[src/rtl/counter_rr_scheduler.sv]
// Round-robin front end that shares one Counter_TOP between NUM_REQ requesters.
// One job at a time: start pulse, wait for the counter's done, then a done pulse to the owner.
module counter_rr_scheduler #(
   parameter int NUM_REQ   = 4,
   parameter int CNT_WIDTH = 7
) (
   input  logic                           clk,
   input  logic                           rst_n,
   input  logic [NUM_REQ-1:0]             req_i,
   input  logic [NUM_REQ*CNT_WIDTH-1:0]   cnt_val_i,
   output logic [NUM_REQ-1:0]             grant_o,
   output logic [NUM_REQ-1:0]             done_o,
   output logic                           busy_o,
   output logic                           cnt_start_o,
   output logic [CNT_WIDTH-1:0]           cnt_val_o,
   input  logic                           cnt_done_i
);

   localparam int IDX_W = (NUM_REQ > 1) ? $clog2(NUM_REQ) : 1;
   localparam logic [IDX_W:0]   NUM_REQ_W = (IDX_W+1)'(NUM_REQ);
   localparam logic [IDX_W-1:0] LAST_IDX  = IDX_W'(NUM_REQ - 1);

   localparam logic [1:0] IDLE  = 2'd0;
   localparam logic [1:0] START = 2'd1;
   localparam logic [1:0] WAIT  = 2'd2;
   localparam logic [1:0] DONE  = 2'd3;

   logic [1:0]           state, state_n;
   logic [IDX_W-1:0]     idx, idx_n;
   logic [IDX_W-1:0]     rr_ptr, rr_ptr_n;
   logic [CNT_WIDTH-1:0] val, val_n;

   logic                 pick_found;
   logic [IDX_W-1:0]     pick_idx;
   logic [IDX_W:0]       cand;
   logic [CNT_WIDTH-1:0] pick_val;
   logic [NUM_REQ-1:0]   owner_oh_n;

   // Search rr_ptr, rr_ptr+1, ... wrapping at NUM_REQ; first set request wins.
   always_comb begin
      pick_found = 1'b0;
      pick_idx   = '0;
      cand       = '0;
      for (int unsigned i = 0; i < NUM_REQ; i++) begin
         cand = {1'b0, rr_ptr} + (IDX_W+1)'(i);
         if (cand >= NUM_REQ_W) cand = cand - NUM_REQ_W;
         if (!pick_found && req_i[cand[IDX_W-1:0]]) begin
            pick_found = 1'b1;
            pick_idx   = cand[IDX_W-1:0];
         end
      end
   end

   always_comb begin
      pick_val = '0;
      for (int unsigned i = 0; i < NUM_REQ; i++) begin
         if (pick_idx == IDX_W'(i)) pick_val = cnt_val_i[i*CNT_WIDTH +: CNT_WIDTH];
      end
   end

   always_comb begin
      state_n  = state;
      idx_n    = idx;
      val_n    = val;
      rr_ptr_n = rr_ptr;
      case (state)
         IDLE: begin
            if (pick_found) begin
               idx_n   = pick_idx;
               val_n   = pick_val;
               // A zero-length job never touches the counter.
               state_n = (pick_val != '0) ? START : DONE;
            end
         end
         START: state_n = WAIT;
         WAIT:  if (cnt_done_i) state_n = DONE;
         DONE: begin
            state_n  = IDLE;
            rr_ptr_n = (idx == LAST_IDX) ? '0 : idx + 1'b1;
         end
         default: state_n = IDLE;
      endcase
   end

   always_comb begin
      owner_oh_n = '0;
      for (int unsigned i = 0; i < NUM_REQ; i++) begin
         owner_oh_n[i] = (idx_n == IDX_W'(i));
      end
   end

   always_ff @(posedge clk or negedge rst_n) begin
      if (!rst_n) begin
         state  <= IDLE;
         idx    <= '0;
         val    <= '0;
         rr_ptr <= '0;
      end else begin
         state  <= state_n;
         idx    <= idx_n;
         val    <= val_n;
         rr_ptr <= rr_ptr_n;
      end
   end

   // Outputs are registered by decoding the next state, so they line up with state.
   always_ff @(posedge clk or negedge rst_n) begin
      if (!rst_n) begin
         grant_o     <= '0;
         done_o      <= '0;
         busy_o      <= 1'b0;
         cnt_start_o <= 1'b0;
         cnt_val_o   <= '0;
      end else begin
         grant_o     <= (state_n != IDLE) ? owner_oh_n : '0;
         done_o      <= (state_n == DONE) ? owner_oh_n : '0;
         busy_o      <= (state_n != IDLE);
         cnt_start_o <= (state_n == START);
         cnt_val_o   <= (state_n == START) ? val_n : '0;
      end
   end

endmodule
[config.mk]
export PLATFORM = sky130hd
export DESIGN_NAME = counter_rr_scheduler
export DESIGN_NICKNAME = d
export VERILOG_FILES = /design/src/rtl/counter_rr_scheduler.sv
export SDC_FILE = /design/constraint.sdc
export NUM_CORES = 1
export LEC_CHECK = 0
export ABC_CLOCK_PERIOD_IN_PS = 8050
export CORE_UTILIZATION = 45
export CTS_BUF_LIST = sky130_fd_sc_hd__clkbuf_8
export DETAILED_ROUTE_END_ITERATION = 16
export PLACE_DENSITY = 0.88
export SETUP_SLACK_MARGIN = 0.15
export SLEW_MARGIN = 20
export SYNTH_ARGS = -nofsm -noshare
export SYNTH_HDL_FRONTEND = slang
export SYNTH_SLANG_ARGS = --single-unit
[constraint.sdc]
create_clock -name clk -period 8.05 [get_ports clk]
set_input_delay 0.805 -clock clk [delete_from_list [all_inputs] [get_ports clk]]
set_output_delay 0.805 -clock clk [all_outputs]
set_load 0.05 [all_outputs]
## Yosys cells after proc, flatten, opt, wreduce, memory -nomap -nowiden

Cells that the tools add are included.

| word-level totals | value |
|---|---|
| bits in registers | 30 |
| word-level logic and storage cells | 84 |

| operators by class | value |
|---|---|
| add/sub/neg operators | 8 |
| order comparisons | 8 |
| eq/ne operators | 12 |
| muxes and demuxes | 36 |
| reduce and logical (&&, ||, !) cells | 11 |

Operators with widths:

| operator | count |
|---|---|
| 7-bit 2-to-1 mux | 7 |
| 2-bit 2-to-1 mux | 14 |
| 2-bit equality test (second input constant) | 8 |
| 2-bit by 3-bit less-than comparator with 1-bit output (second input constant) | 4 |
| 3-bit >= comparator (second input constant) | 3 |
| 1-bit binary-select mux with 2-bit select | 4 |
| 2-bit by 1-bit equality test with 1-bit output (second input constant) | 4 |
| 1-bit 2-to-1 mux | 8 |
| 4-bit 2-to-1 mux | 2 |
| 2-bit one-hot mux with 4 select lines | 1 |
| 2-bit by 1-bit subtractor with 2-bit output (second input constant) | 4 |
| 7-bit nonzero test | 1 |
| 2-bit by 2-bit adder with 3-bit output (second input constant) | 2 |
| 2-bit zero test | 3 |
| 2-bit by 1-bit adder with 3-bit output (second input constant) | 1 |
| 2-bit by 3-bit >= comparator with 1-bit output (second input constant) | 1 |
| 1-bit logical AND | 3 |
| 1-bit zero test | 3 |
| 2-bit by 1-bit adder with 2-bit output (second input constant) | 1 |
| 2-bit nonzero test | 1 |

## Depth between registers and ports, before layout

| logic depth | value |
|---|---|
| depth after elaboration | 25 |
| mapped depth | 8 |
| mapped depth without buffers | 7 |

## Least setup slack after synthesis

OpenSTA, ideal clock, no wires.

| path | value |
|---|---|
| path type | input-to-reg |
| start point | input req_i[1] |
| end point | register done_o[1] |
| setup time | 0.088 ns |
| arrival time | 2.867 ns |
| setup slack | 5.095 ns |
| cell stages on the path | 8 |
| path buffers | 1 |
| cells stage by stage | a21bo_1 > a221o_1 > buf_6 > mux2_4 > or4_4 > a2111oi_4 > a31oi_2 > nor3b_1 |

| on the way | value |
|---|---|
| longest elaborated chain between the ends | 23 |
| elaborated cells on any way between the ends | 39 |

Ends and longest elaborated chain:

| item | line | source |
|---|---|---|
| start: declaration | 9 | `input logic [NUM_REQ-1:0] req_i,` |
| 1-bit binary-select mux with 2-bit select | 47 | `if (!pick_found && req_i[cand[IDX_W-1:0]]) begin` |
| 1-bit 2-to-1 mux (implied by the code) | 47 |  |
| 1-bit 2-to-1 mux | 47 |  |
| 1-bit zero test | 47 |  |
| 1-bit logical AND | 47 |  |
| 1-bit 2-to-1 mux | 47 |  |
| 1-bit zero test | 47 |  |
| 1-bit logical AND | 47 |  |
| [4 not listed] | - |  |
| 2-bit zero test | 57 | `if (pick_idx == IDX_W'(i)) pick_val = cnt_val_i[i*CNT_WIDTH +: CNT_WIDTH];` |
| 7-bit 2-to-1 mux (4 in series) | 57 |  |
| 7-bit nonzero test | 72 | `state_n = (pick_val != '0) ? START : DONE;` |
| 2-bit 2-to-1 mux | 72 |  |
| 2-bit 2-to-1 mux | 68 | `if (pick_found) begin` |
| 2-bit one-hot mux with 4 select lines | 66 | `case (state)` |
| 2-bit equality test | 116 | `done_o <= (state_n == DONE) ? owner_oh_n : '0;` |
| 4-bit 2-to-1 mux (*) | 116 |  |
| end signal: assignment | 116 |  |
| end: declaration | 12 | `output logic [NUM_REQ-1:0] done_o,` |

Mark *: on every way between the ends. The rest lies on a longest branch, timed or not. The select of a mux whose other input is x is not followed.
A chain may end at the register's enable or synchronous reset.

## Worst setup path in the final report

Ends and elaborated chain as after synthesis.

==> flow_summary_export.csv <==
group,metric,value,unit
clock_network,cts_buffers,3,
pwr,p_leak,0.716,nW
clock_network,cts_hold_buf,0,
sta,fin_setup_tns,0,ps
sta,setup_violations,0,
critical_path,crit_path_cell_trace,"clkdlybuf4s50_1 > a21bo_1 > a221o_1 > mux2_4 > or4_4 > a2111oi_4 > a31oi_2 > nor3b_1",
route,final_antenna_net_count,0,
logic_synthesis,ys_ff_latch,23,
global_route,antenna_found_initial,0,
route,top_layer,"met4",
pwr,power.density,372,nW/µm²
sta,skew,5.81,ps
critical_path,cp-end-kind,"flip-flop",
clock_network,cts_tree,"built",
clock_network,cts.sinks,23,
route,vias,929,
sta,period_needed,3450,ps
route,drt_wl_total,2.36,mm
sta,relSlewSlack,0.466,
route,wl_met2,1.29,mm
layout,drive_gt1_frac,0.110,
layout,final_cell_mix,"clkdlybuf4s50_1 (50), dfrtp_1 (23), nor2_1 (11)",
layout,final_util,0.740,
critical_path,cpPeakStageDelay,540,ps
clock_network,cts_setup_buffers,0,
floorplan,io_pins,52,
floorplan,initial_core_util,0.490,
sta,max_freq,289,MHz
floorplan,core_area,2280,µm²
global_route,grt_start_max_net_pins,24,
floorplan,die_x,51.8,µm
sta,hold_violations,0,
critical_path,crit_path_top_delay_cell,"clkdlybuf4s50_1",
critical_path,critPathLaunchType,"primary input",
critical_path,path_buf_inv,1,
critical_path,r2r_cells,7,
critical_path,cp_data_arrival_time,3630,ps
layout,n_fill_cell,155,
layout,final_net_count,182,
critical_path,r2r_end,"done_o[1]",
global_route,grt_overflow,0,
route,drc,0,
critical_path,critical_path_class,"in2reg",
place,place_area,1640,µm²
route,wl_met3,131,µm
hold_path,hold_class,"in2async",
critical_path,reg2reg_from,"rr_ptr[1]",
global_route,track_usage,0.209,
critical_path,cp.depth,8,
global_route,grt_pass1_vias,971,
floorplan,placement_rows,17,
place,dp_cells,169,
route,vias_per_cell,5.37,
logic_synthesis,synth.avg_cell_area,12.0,µm²
logic_synthesis,synth_area,1120,µm²
logic_synthesis,ys_warn_count,0,
place,portBuffers,51,
layout,final_area,1680,µm²
critical_path,crit_start,"req_i[1]",
sta,worstMarginPinSlew,794,ps
route,wl_per_cell,13.7,µm
layout,final_common_cell,"clkdlybuf4s50_1",
place,dp_hpwl,1.97,mm
layout,final-seq-area,576,µm²
layout,area.growth.synth_to_final,50.9,%
critical_path,path_max_fanout,10,
logic_synthesis,ys_seq_area_frac,0.516,
sta,report.final.slew_viol_count,0,
critical_path,critical-path-top-delay-family,"compound AO/OA/AOI/OAI gates",
sta,rsz0062_at_grt,"no",
clock_network,htreeDepth,1,
route,drtIter0Drc,22,
place,gp_congestion,0.758,
clock_network,clk_pin_slew,80,ps
floorplan,die_area,2680,µm²
route,met1_length,911,µm
floorplan,fp.dieH,51.8,µm
logic_synthesis,syn_nets,129,
critical_path,required,8230,ps
clock_network,clk_latency,260,ps
logic_synthesis,synth_cell_types,30,
critical_path,rrSetupSlack,5260,ps
route,firstDrtPassIters,4,
outcome,status,"complete, no violations",
critical_path,endpoint,"done_o[1]",
pwr,peakVddDrop,318,µV
layout,fin_cells,173,
job,maxCapViolations,0,
clock_network,clock_path_buffers,2,
clock_network,root_buffer,"clkbuf_8",
global_route,grt_pass1_wl,4.08,mm
layout,antenna_cells,0,
clock_network,cts_resized,0,
logic_synthesis,synthCells,93,
layout,multi_input_comb_area,507,µm²
sta,period_share,0.429,
[power breakdown]
group / total (mW) / switching (mW) / internal [mW]
Clock: 0.0681 / 0.0336 / 0.0345
Sequential: 0.187 / 0.0245 / 0.162
Combinational: 0.372 / 0.232 / 0.140
Total: 0.627 / 0.290 / 0.337
[synthesized netlist by cell type]
cell type | number | area share
mux2_4 | 1 | 0.013
a21bo_1 | 1 | 0.0090
nand3_1 | 1 | 0.0045
dfrtp_1 | 23 | 0.52
mux2_2 | 2 | 0.020
mux2i_1 | 4 | 0.036
nor3b_1 | 3 | 0.020
a211oi_1 | 1 | 0.0067
inv_1 | 4 | 0.013
buf_6 | 1 | 0.010
a2111oi_4 | 1 | 0.025
o21ai_0 | 1 | 0.0045
or4_4 | 1 | 0.010
nor4_1 | 1 | 0.0056
ha_1 | 1 | 0.011
nand2b_1 | 2 | 0.011
clkbuf_1 | 1 | 0.0034
nor2_1 | 11 | 0.037
nor3_1 | 3 | 0.013
a221o_1 | 1 | 0.0090
mux4_2 | 5 | 0.10
or3_1 | 1 | 0.0056
nand2_1 | 6 | 0.020
o2bb2a_1 | 1 | 0.0090
o21ai_1 | 3 | 0.013
a31oi_1 | 1 | 0.0056
buf_1 | 1 | 0.0034
and2_1 | 6 | 0.034
a21oi_1 | 4 | 0.018
a31oi_2 | 1 | 0.011
[sequential cells by signal, summed over array words and instances (netlist names)]
name,count
cnt_val_o,7
grant_o,4
rr_ptr,2
busy_o,1
state,2
idx,2
done_o,4
cnt_start_o,1
[metal layers]
metal  global-route usage  vias up
li1                     -      438
met2                0.390       46
met3               0.0205        4
met4               0.0811        0
met1                0.243      441
met5                    0        -
[cell families after synthesis]
kind of cell / synth area share
AOI/OAI and AO/OA: 0.111
adders and majority gates: 0.0112
buffers and inverters: 0.0303
DFF: 0.516
muxes: 0.170
and+or+nand+nor: 0.161
[how the worst min path moves through the flow]
stage                  start           end  slack (ps)  cells after the start
floorplan           state[0]      state[0]         490                      1
global placement    state[0]      state[0]         510                      1
detailed placement  state[0]      state[0]         520                      1
CTS                 state[0]      state[0]         530                      1
global route           rst_n    grant_o[1]         530                      1
finish                 rst_n  cnt_val_o[1]         500                      1
[worst register-to-register path, stage by stage (launching register included)]
cell and delay, ps:
dfrtp_1 450, a21bo_1 200, a221o_1 520, mux2_4 370, or4_4 430, a2111oi_4 340, a31oi_2 190, nor3b_1 220
[cell type report]
class	instances	share of cell area
clock buffer	3	0.0245
clock inverter	1	0.00297
inverter	4	0.00892
multi-input combinational	63	0.301
sequential	23	0.342
tap	28	0.0208
timing repair buffer	51	0.300
[per-stage QoR]
stage | hold WS [ps] | setup slack [ps] | power [mW]
global route | 530 | 4470 | 0.665
floorplan | 489 | 5090 | 0.449
CTS | 534 | 4590 | 0.631
detailed placement | 520 | 4310 | 0.561
global placement | 512 | 4380 | 0.548
finish | 496 | 4600 | 0.627
(Power assumes the default switching activity.)
